### src/rtl/dut_fifo.sv
`default_nettype none
// +--------------------------------------------------------------------------+
// | Module   : dut_fifo                                                      |
// | Purpose  : Single-clock show-ahead FIFO with valid/ready handshakes on   |
// |            both sides. Status outputs come from registered state only.   |
// | Ports    : clk          - clock, state updates on rising edge           |
// |            rst          - asynchronous active-high reset                |
// |            data_in      - write data (DATA_WIDTH)                       |
// |            data_in_vld  - write request                                 |
// |            data_in_rdy  - FIFO can accept a word (not full, out of rst) |
// |            data_out     - head-of-FIFO word, 0 when empty               |
// |            data_out_vld - data_out holds a valid word (not empty)       |
// |            data_out_rdy - consumer accepts data_out                     |
// |            level        - occupancy count (only with DUT_FIFO_LEVEL_EN) |
// | Options  : define DUT_FIFO_LEVEL_EN to add the level output port.       |
// | Revision : 1.0 - initial release                                         |
// +--------------------------------------------------------------------------+
module dut_fifo #(
  parameter int DATA_WIDTH = 8,
  parameter int DEPTH      = 16
) (
  input  logic                  clk,
  input  logic                  rst,
  input  logic [DATA_WIDTH-1:0] data_in,
  input  logic                  data_in_vld,
  output logic                  data_in_rdy,
  output logic [DATA_WIDTH-1:0] data_out,
  output logic                  data_out_vld,
  input  logic                  data_out_rdy
`ifdef DUT_FIFO_LEVEL_EN
  ,
  output logic [$clog2(DEPTH):0] level
`endif
);

  localparam int AW = $clog2(DEPTH);
  localparam int CW = AW + 1;
  localparam logic [CW-1:0] C_FULL_COUNT = CW'(DEPTH);

  logic [DATA_WIDTH-1:0] mem_q [DEPTH];

  logic [AW-1:0] wr_ptr_q, wr_ptr_d;
  logic [AW-1:0] rd_ptr_q, rd_ptr_d;
  logic [CW-1:0] count_q,  count_d;
  // Held low during reset so data_in_rdy reads 0 while rst is asserted and
  // rises on the first clock edge after release.
  logic          active_q;

  logic full_w;
  logic empty_w;
  logic wr_en_w;
  logic rd_en_w;

  assign full_w  = (count_q == C_FULL_COUNT);
  assign empty_w = (count_q == '0);

  assign data_in_rdy  = active_q && !full_w;
  assign data_out_vld = !empty_w;

  // Write is gated by data_in_rdy, so a read in the same cycle as full never
  // lets a write slip in.
  assign wr_en_w = data_in_vld  && data_in_rdy;
  assign rd_en_w = data_out_vld && data_out_rdy;

  assign data_out = data_out_vld ? mem_q[rd_ptr_q] : '0;

`ifdef DUT_FIFO_LEVEL_EN
  assign level = count_q;
`endif

  always_comb begin
    wr_ptr_d = wr_ptr_q;
    rd_ptr_d = rd_ptr_q;
    count_d  = count_q;
    // DEPTH is a power of two, so natural pointer overflow is the wrap.
    if (wr_en_w) begin
      wr_ptr_d = wr_ptr_q + AW'(1);
    end
    if (rd_en_w) begin
      rd_ptr_d = rd_ptr_q + AW'(1);
    end
    if (wr_en_w && !rd_en_w) begin
      count_d = count_q + CW'(1);
    end else if (rd_en_w && !wr_en_w) begin
      count_d = count_q - CW'(1);
    end
  end

  always_ff @(posedge clk or posedge rst) begin
    if (rst) begin
      wr_ptr_q <= '0;
      rd_ptr_q <= '0;
      count_q  <= '0;
      active_q <= 1'b0;
    end else begin
      wr_ptr_q <= wr_ptr_d;
      rd_ptr_q <= rd_ptr_d;
      count_q  <= count_d;
      active_q <= 1'b1;
    end
  end

  // Storage is not reset; emptiness is tracked by count_q alone.
  always_ff @(posedge clk) begin
    if (wr_en_w) begin
      mem_q[wr_ptr_q] <= data_in;
    end
  end

endmodule
`default_nettype wire

### config.mk
export PLATFORM = sky130hd
export DESIGN_NAME = dut_fifo
export DESIGN_NICKNAME = d
export VERILOG_FILES = /design/src/rtl/dut_fifo.sv
export SDC_FILE = /design/constraint.sdc
export NUM_CORES = 1
export LEC_CHECK = 0
export ABC_AREA = 1
export CORE_MARGIN = 1
export CORE_UTILIZATION = 41
export CTS_BUF_LIST = sky130_fd_sc_hd__clkbuf_2
export DETAILED_ROUTE_END_ITERATION = 8
export GPL_TIMING_DRIVEN = 0
export PLACE_DENSITY = 0.58
export SYNTH_ARGS = -nofsm -noshare
export SYNTH_HDL_FRONTEND = slang
export SYNTH_SLANG_ARGS = --single-unit
### constraint.sdc
create_clock -name clk -period 7.2 [get_ports clk]
set_clock_uncertainty 0.2 [all_clocks]
set_input_delay 1.08 -clock clk [delete_from_list [all_inputs] [get_ports clk]]
set_output_delay 1.08 -clock clk [all_outputs]
set_load 0.02 [all_outputs]
# After elaboration in Yosys (flattened, before gate mapping)
# Memory sizes are Yosys's and may differ from the RTL's.
# Index checks and enable logic that the tools add are counted.
op_classes:
  eq_ne: 1
  n_addsub: 4
  muxes: 5
  reduce_logical: 11
op_table:
  columns: ["operator", "n"]
  rows:
  - ["$mux 5", 2]
  - ["$add 4x1->4 const B", 2]
  - ["$mux 8", 1]
  - ["$add 5x1->5 const B", 1]
  - ["$eq 5x5->1 const B", 1]
  - ["$logic_and 1x1->1", 5]
  - ["$logic_not 5->1", 1]
  - ["$sub 5x1->5 const B", 1]
  - ["$logic_not 1->1", 4]
  - ["$mux 1", 2]
  - ["$reduce_bool 2->1", 1]
totals:
  output_inout_bits: 10
  memories: 1
  word_cells: 26
  ff_bits: 14
  mem_bits_rw: 128
  in_bits: 12
memory_table:
  columns: ["name", "depth", "width", "rd", "rd_ports_with_merged_regs", "write_ports", "line_no", "rtl"]
  rows:
  - ["mem_q", 16, 8, 1, 0, 1, "40", "logic [DATA_WIDTH-1:0] mem_q [DEPTH];"]

# Longest topological paths before layout
depth:
  depth_word: 8
  depth_mapped: 14
  depth_no_buf: 14

# Worst setup path after synthesis
# OpenSTA, ideal clock, no wires.
synth_timing:
  kind: "input to register"
  start: "input data_in_vld"
  end: "register count_q[4]"
  setup_ns: 0.065
  path_slack_ns: 4.446
  required_ns: 6.935
  arrival_ns: 2.489
  n_path_buf: 0
  path_stages: 11
  path_cell_list: "nand3_1 inv_2 ha_1 inv_1 fa_1 nand2_1 nand2_1 a21oi_1 xor2_1 nand2_1 nand2_1"
synth_between:
  elab_chain_len: 4
  elab_cells_between_ends: 6
  classes_between: "1 x mux; 5 x reduce/logical"
synth_rtl:
  columns: ["element", "line_no", "rtl"]
  rows:
  - ["start, declared", "25", "input logic data_in_vld,"]
  - ["$logic_and 1x1->1 *", "62", "assign wr_en_w = data_in_vld && data_in_rdy;"]
  - ["net wr_en_w", "51", "logic wr_en_w;"]
  - ["$logic_not 1->1", "84", "end else if (rd_en_w && !wr_en_w) begin"]
  - ["$logic_and 1x1->1", "84", null]
  - ["$reduce_bool 2->1 (no source line)", null, null]
  - ["end signal, assigned", "98", "count_q <= count_d;"]
  - ["end, declared", "44", "logic [CW-1:0] count_q, count_d;"]
# Mark *: on every way through the listed nets, which the timed path passes. The rest lies on a longest branch.
# A chain may end at the register's enable or synchronous reset.

# Worst setup path after layout
layout_timing:
  start: "register rd_ptr_q[0]"
  end: "output data_out[4]"
layout_between:
  elab_chain_len: 2
layout_rtl:
  columns: ["element", "line_no", "rtl"]
  rows:
  - ["start, declared", "43", "logic [AW-1:0] rd_ptr_q, rd_ptr_d;"]
  - ["start signal, assigned", "97", "rd_ptr_q <= rd_ptr_d;"]
  - ["$mem_v2 16x8", null, null]
  - ["$mux 8", "65", "assign data_out = data_out_vld ? mem_q[rd_ptr_q] : '0;"]
  - ["end, declared", "27", "output logic [DATA_WIDTH-1:0] data_out,"]
# Every way passes these cells.

==> flow_summary.json <==
{
  "status": "completed",
  "synth.most_common_cell": "nand2_1",
  "antenna_found_initial": 0,
  "grt_overflow": 0,
  "vias": 4117,
  "path_class": "register to output pin",
  "syn2layout_area_growth_pct": 10.7,
  "synth_edf_count": 128,
  "gp_congestion": 0.860,
  "wirelength_um": 14600,
  "synth_ff_type": "edfxtp_1",
  "post_cts_buffers": 0,
  "rows": 44,
  "final_cells": 770,
  "ys_seq_area_share_pct": 69.4,
  "synth_top_cell_area_share_pct": 63.6,
  "period_share_pct": 59.7,
  "synth-async-reset-ratio_pct": 9.86,
  "io_pins": 22,
  "post_cts_resized": 0,
  "yosysTopAreaCell": "edfxtp_1",
  "drtIter0Drc": 397,
  "hold_violations": 0,
  "numCtsBuffers": 17,
  "drc_errors": 0,
  "crit_required_ns": 5.92,
  "die_area_sq_um": 15200,
  "period_needed_ns": 4.30,
  "p_leak_nw": 2.56,
  "cts-root-buf": "clkbuf_2",
  "max-cap-violations": 0,
  "ir_drop_mv": 0.154,
  "grt_pass1_vias": 3982,
  "hold_path_class": "register to register",
  "hpwl_um": 9660,
  "power_density_nw_per_um2": 388,
  "syn-instance-count": 533,
  "core-area_sq_um": 14500,
  "clkTransAtPathRegs_ns": 0.21,
  "critical_path_arrival_ns": 3.02,
  "synth_top_family_by_area": "simple AND/OR/NAND/NOR gates",
  "setup_violations": 0,
  "htreeDepth": 4,
  "worst_pin_slew_ns": 0.874,
  "total_power_mw": 2.59,
  "ctsHoldBuffers": 0,
  "ys_top_cells_by_count": "nand2_1 (184), edfxtp_1 (128), nand3_1 (105)",
  "n_fill_cell": 1331,
  "synth.area.top_cells": "edfxtp_1 (64%), nand2_1 (11%), nand3_1 (8.7%)",
  "diodes": 0,
  "dr.pass1.iters": 5,
  "drive_above_1_share_pct": 11.1,
  "cts.sinks": 142,
  "netlist_area_sq_um": 6040,
  "timing.fmax_ghz": 0.233,
  "cts_buffer_depth": 2,
  "whs_ns": 0.361,
  "drv_slew": 0,
  "nets": 595,
  "synthMuxAreaShare_pct": 0,
  "routedWlPerCell_um": 18.9,
  "synth_nets": 555,
  "cp-start-kind": "register",
  "synthXorXnorAreaFrac_pct": 1.16,
  "portBuffers": 21,
  "place_inst": 738,
  "synthAdderAreaFrac_pct": 2.19,
  "cts_tree": "yes",
  "viasPerCell": 5.35,
  "synth-simple-area-share_pct": 22.0,
  "grt_max_degree": 17,
  "synth_compound_gate_area_share_pct": 1.16,
  "hold_depth": 1,
  "start_util_pct": 41.7,
  "insertion_delay_ns": 0.72,
  "avgSynthCellArea_sq_um": 11.3,
  "die_w_um": 123,
  "slew_headroom_pct": 41.5,
  "end_kind": "output pin",
  "crit_path_max_fanout": 10,
  "fin_setup_tns_ns": 0,
  "rr_worst_depth": 14,
  "yosysUniqueCellTypes": 24,
  "drtAntennaViolNets": 0,
  "track_usage_pct": 21.1,
  "yosys_warnings": 0,
  "die_h_um": 123,
  "rsz0062_at_grt": "no",
  "grt_pass1_wl_um": 22300,
  "yosys_register_bits": 142
}
-- placed cells by master, fill, tap and decap left out, drive strengths merged --
cell type      instances
nand2                185
clkbuf                23
clkdlybuf4s50         21
buf                   24
bufinv                 2
o21ai                  4
nand3                105
nand4                  1
edfxtp               128
conb                   1
nor2                  22
inv                   19
xnor2                  1
clkinv                 8
or2                    1
ha                     9
dfrtp                 14
a21oi                 10
fa                     1
xor2                   7
-- cell families (layout without fill, tap and decap cells) --
group                    after synthesis  after routing
adder cells (fa/ha/maj)               10             10
other                                  1              1
flip-flops                           142            142
buffers and inverters                 44             97
AND/OR/NAND/NOR                      314            314
AO/OA/AOI/OAI                         14             14
XOR/XNOR                               8              8
-- stage by stage --
step / area [sq um] / utilization [%] / setup slack, ns
final: 6690 / 46.2 / 2.90
after global routing: 6690 / 46.2 / 2.62
after CTS: 6690 / 46.2 / 2.83
after detailed placement: 6480 / 44.8 / 3.68
after global placement: 6480 / 44.8 / 3.71
after floorplan: 6040 / - / 4.45
-- per-layer routing --
metal  track usage [%]  up-vias  routed length (um)
met3              5.81       26                 936
met2              33.4      152                7000
li1                  -     1908                   -
met1              26.8     2031                6220
met4              9.71        0                 395
met5                 0        -                   0
-- where the power goes --
part | total [mW] | switching [mW] | internal, mW
registers | 1.02 | 0.0458 | 0.971
logic | 1.15 | 0.752 | 0.399
clock network | 0.426 | 0.266 | 0.160
total | 2.59 | 1.06 | 1.53
-- worst paths after layout --
path / start / to / slack, ns
hold / removal: wr_ptr_q[3]$_DFFE_PP0P_ / wr_ptr_q[3]$_DFFE_PP0P_ / 0.36
min in group asynchronous: rst / wr_ptr_q[0]$_DFFE_PP0P_ / 0.45
setup / recovery: rd_ptr_q[0]$_DFFE_PP0P_ / data_out[4] / 2.90
setup reg to reg: count_q[0]$_DFFE_PP0P_ / count_q[4]$_DFFE_PP0P_ / 4.44
max in group asynchronous: rst / count_q[3]$_DFFE_PP0P_ / 5.98
hold reg to reg: wr_ptr_q[3]$_DFFE_PP0P_ / wr_ptr_q[3]$_DFFE_PP0P_ / 0.36
-- flip-flops by register name, indices dropped and copies added (netlist names) --
signal	flops
active_q	1
count_q	5
mem_q	128
rd_ptr_q	4
wr_ptr_q	4
-- worst max-delay path, cell delays in order, from the launching register on --
cell,delay (ns)
dfrtp_1,0.48
inv_2,0.08
buf_6,0.15
buf_2,0.28
nand2_1,0.08
nand3_1,0.07
nand3_1,0.11
nand2_1,0.11
nand2_1,0.05
a21oi_1,0.24
clkdlybuf4s50_1,0.65
-- layout make-up --
| cell class | instances | area [sq um] | area share, % |
|---|---|---|---|
| timing repair buffer | 21 | 210 | 3.14 |
| clock buffer | 22 | 110 | 1.65 |
| clock inverter | 10 | 97.6 | 1.46 |
| multi-input combinational | 347 | 1600 | 24.0 |
| buffer | 25 | 174 | 2.60 |
| sequential | 142 | 4190 | 62.7 |
| tap | 184 | 230 | 3.44 |
| inverter | 19 | 71.3 | 1.07 |
(Power assumes the default switching activity.)
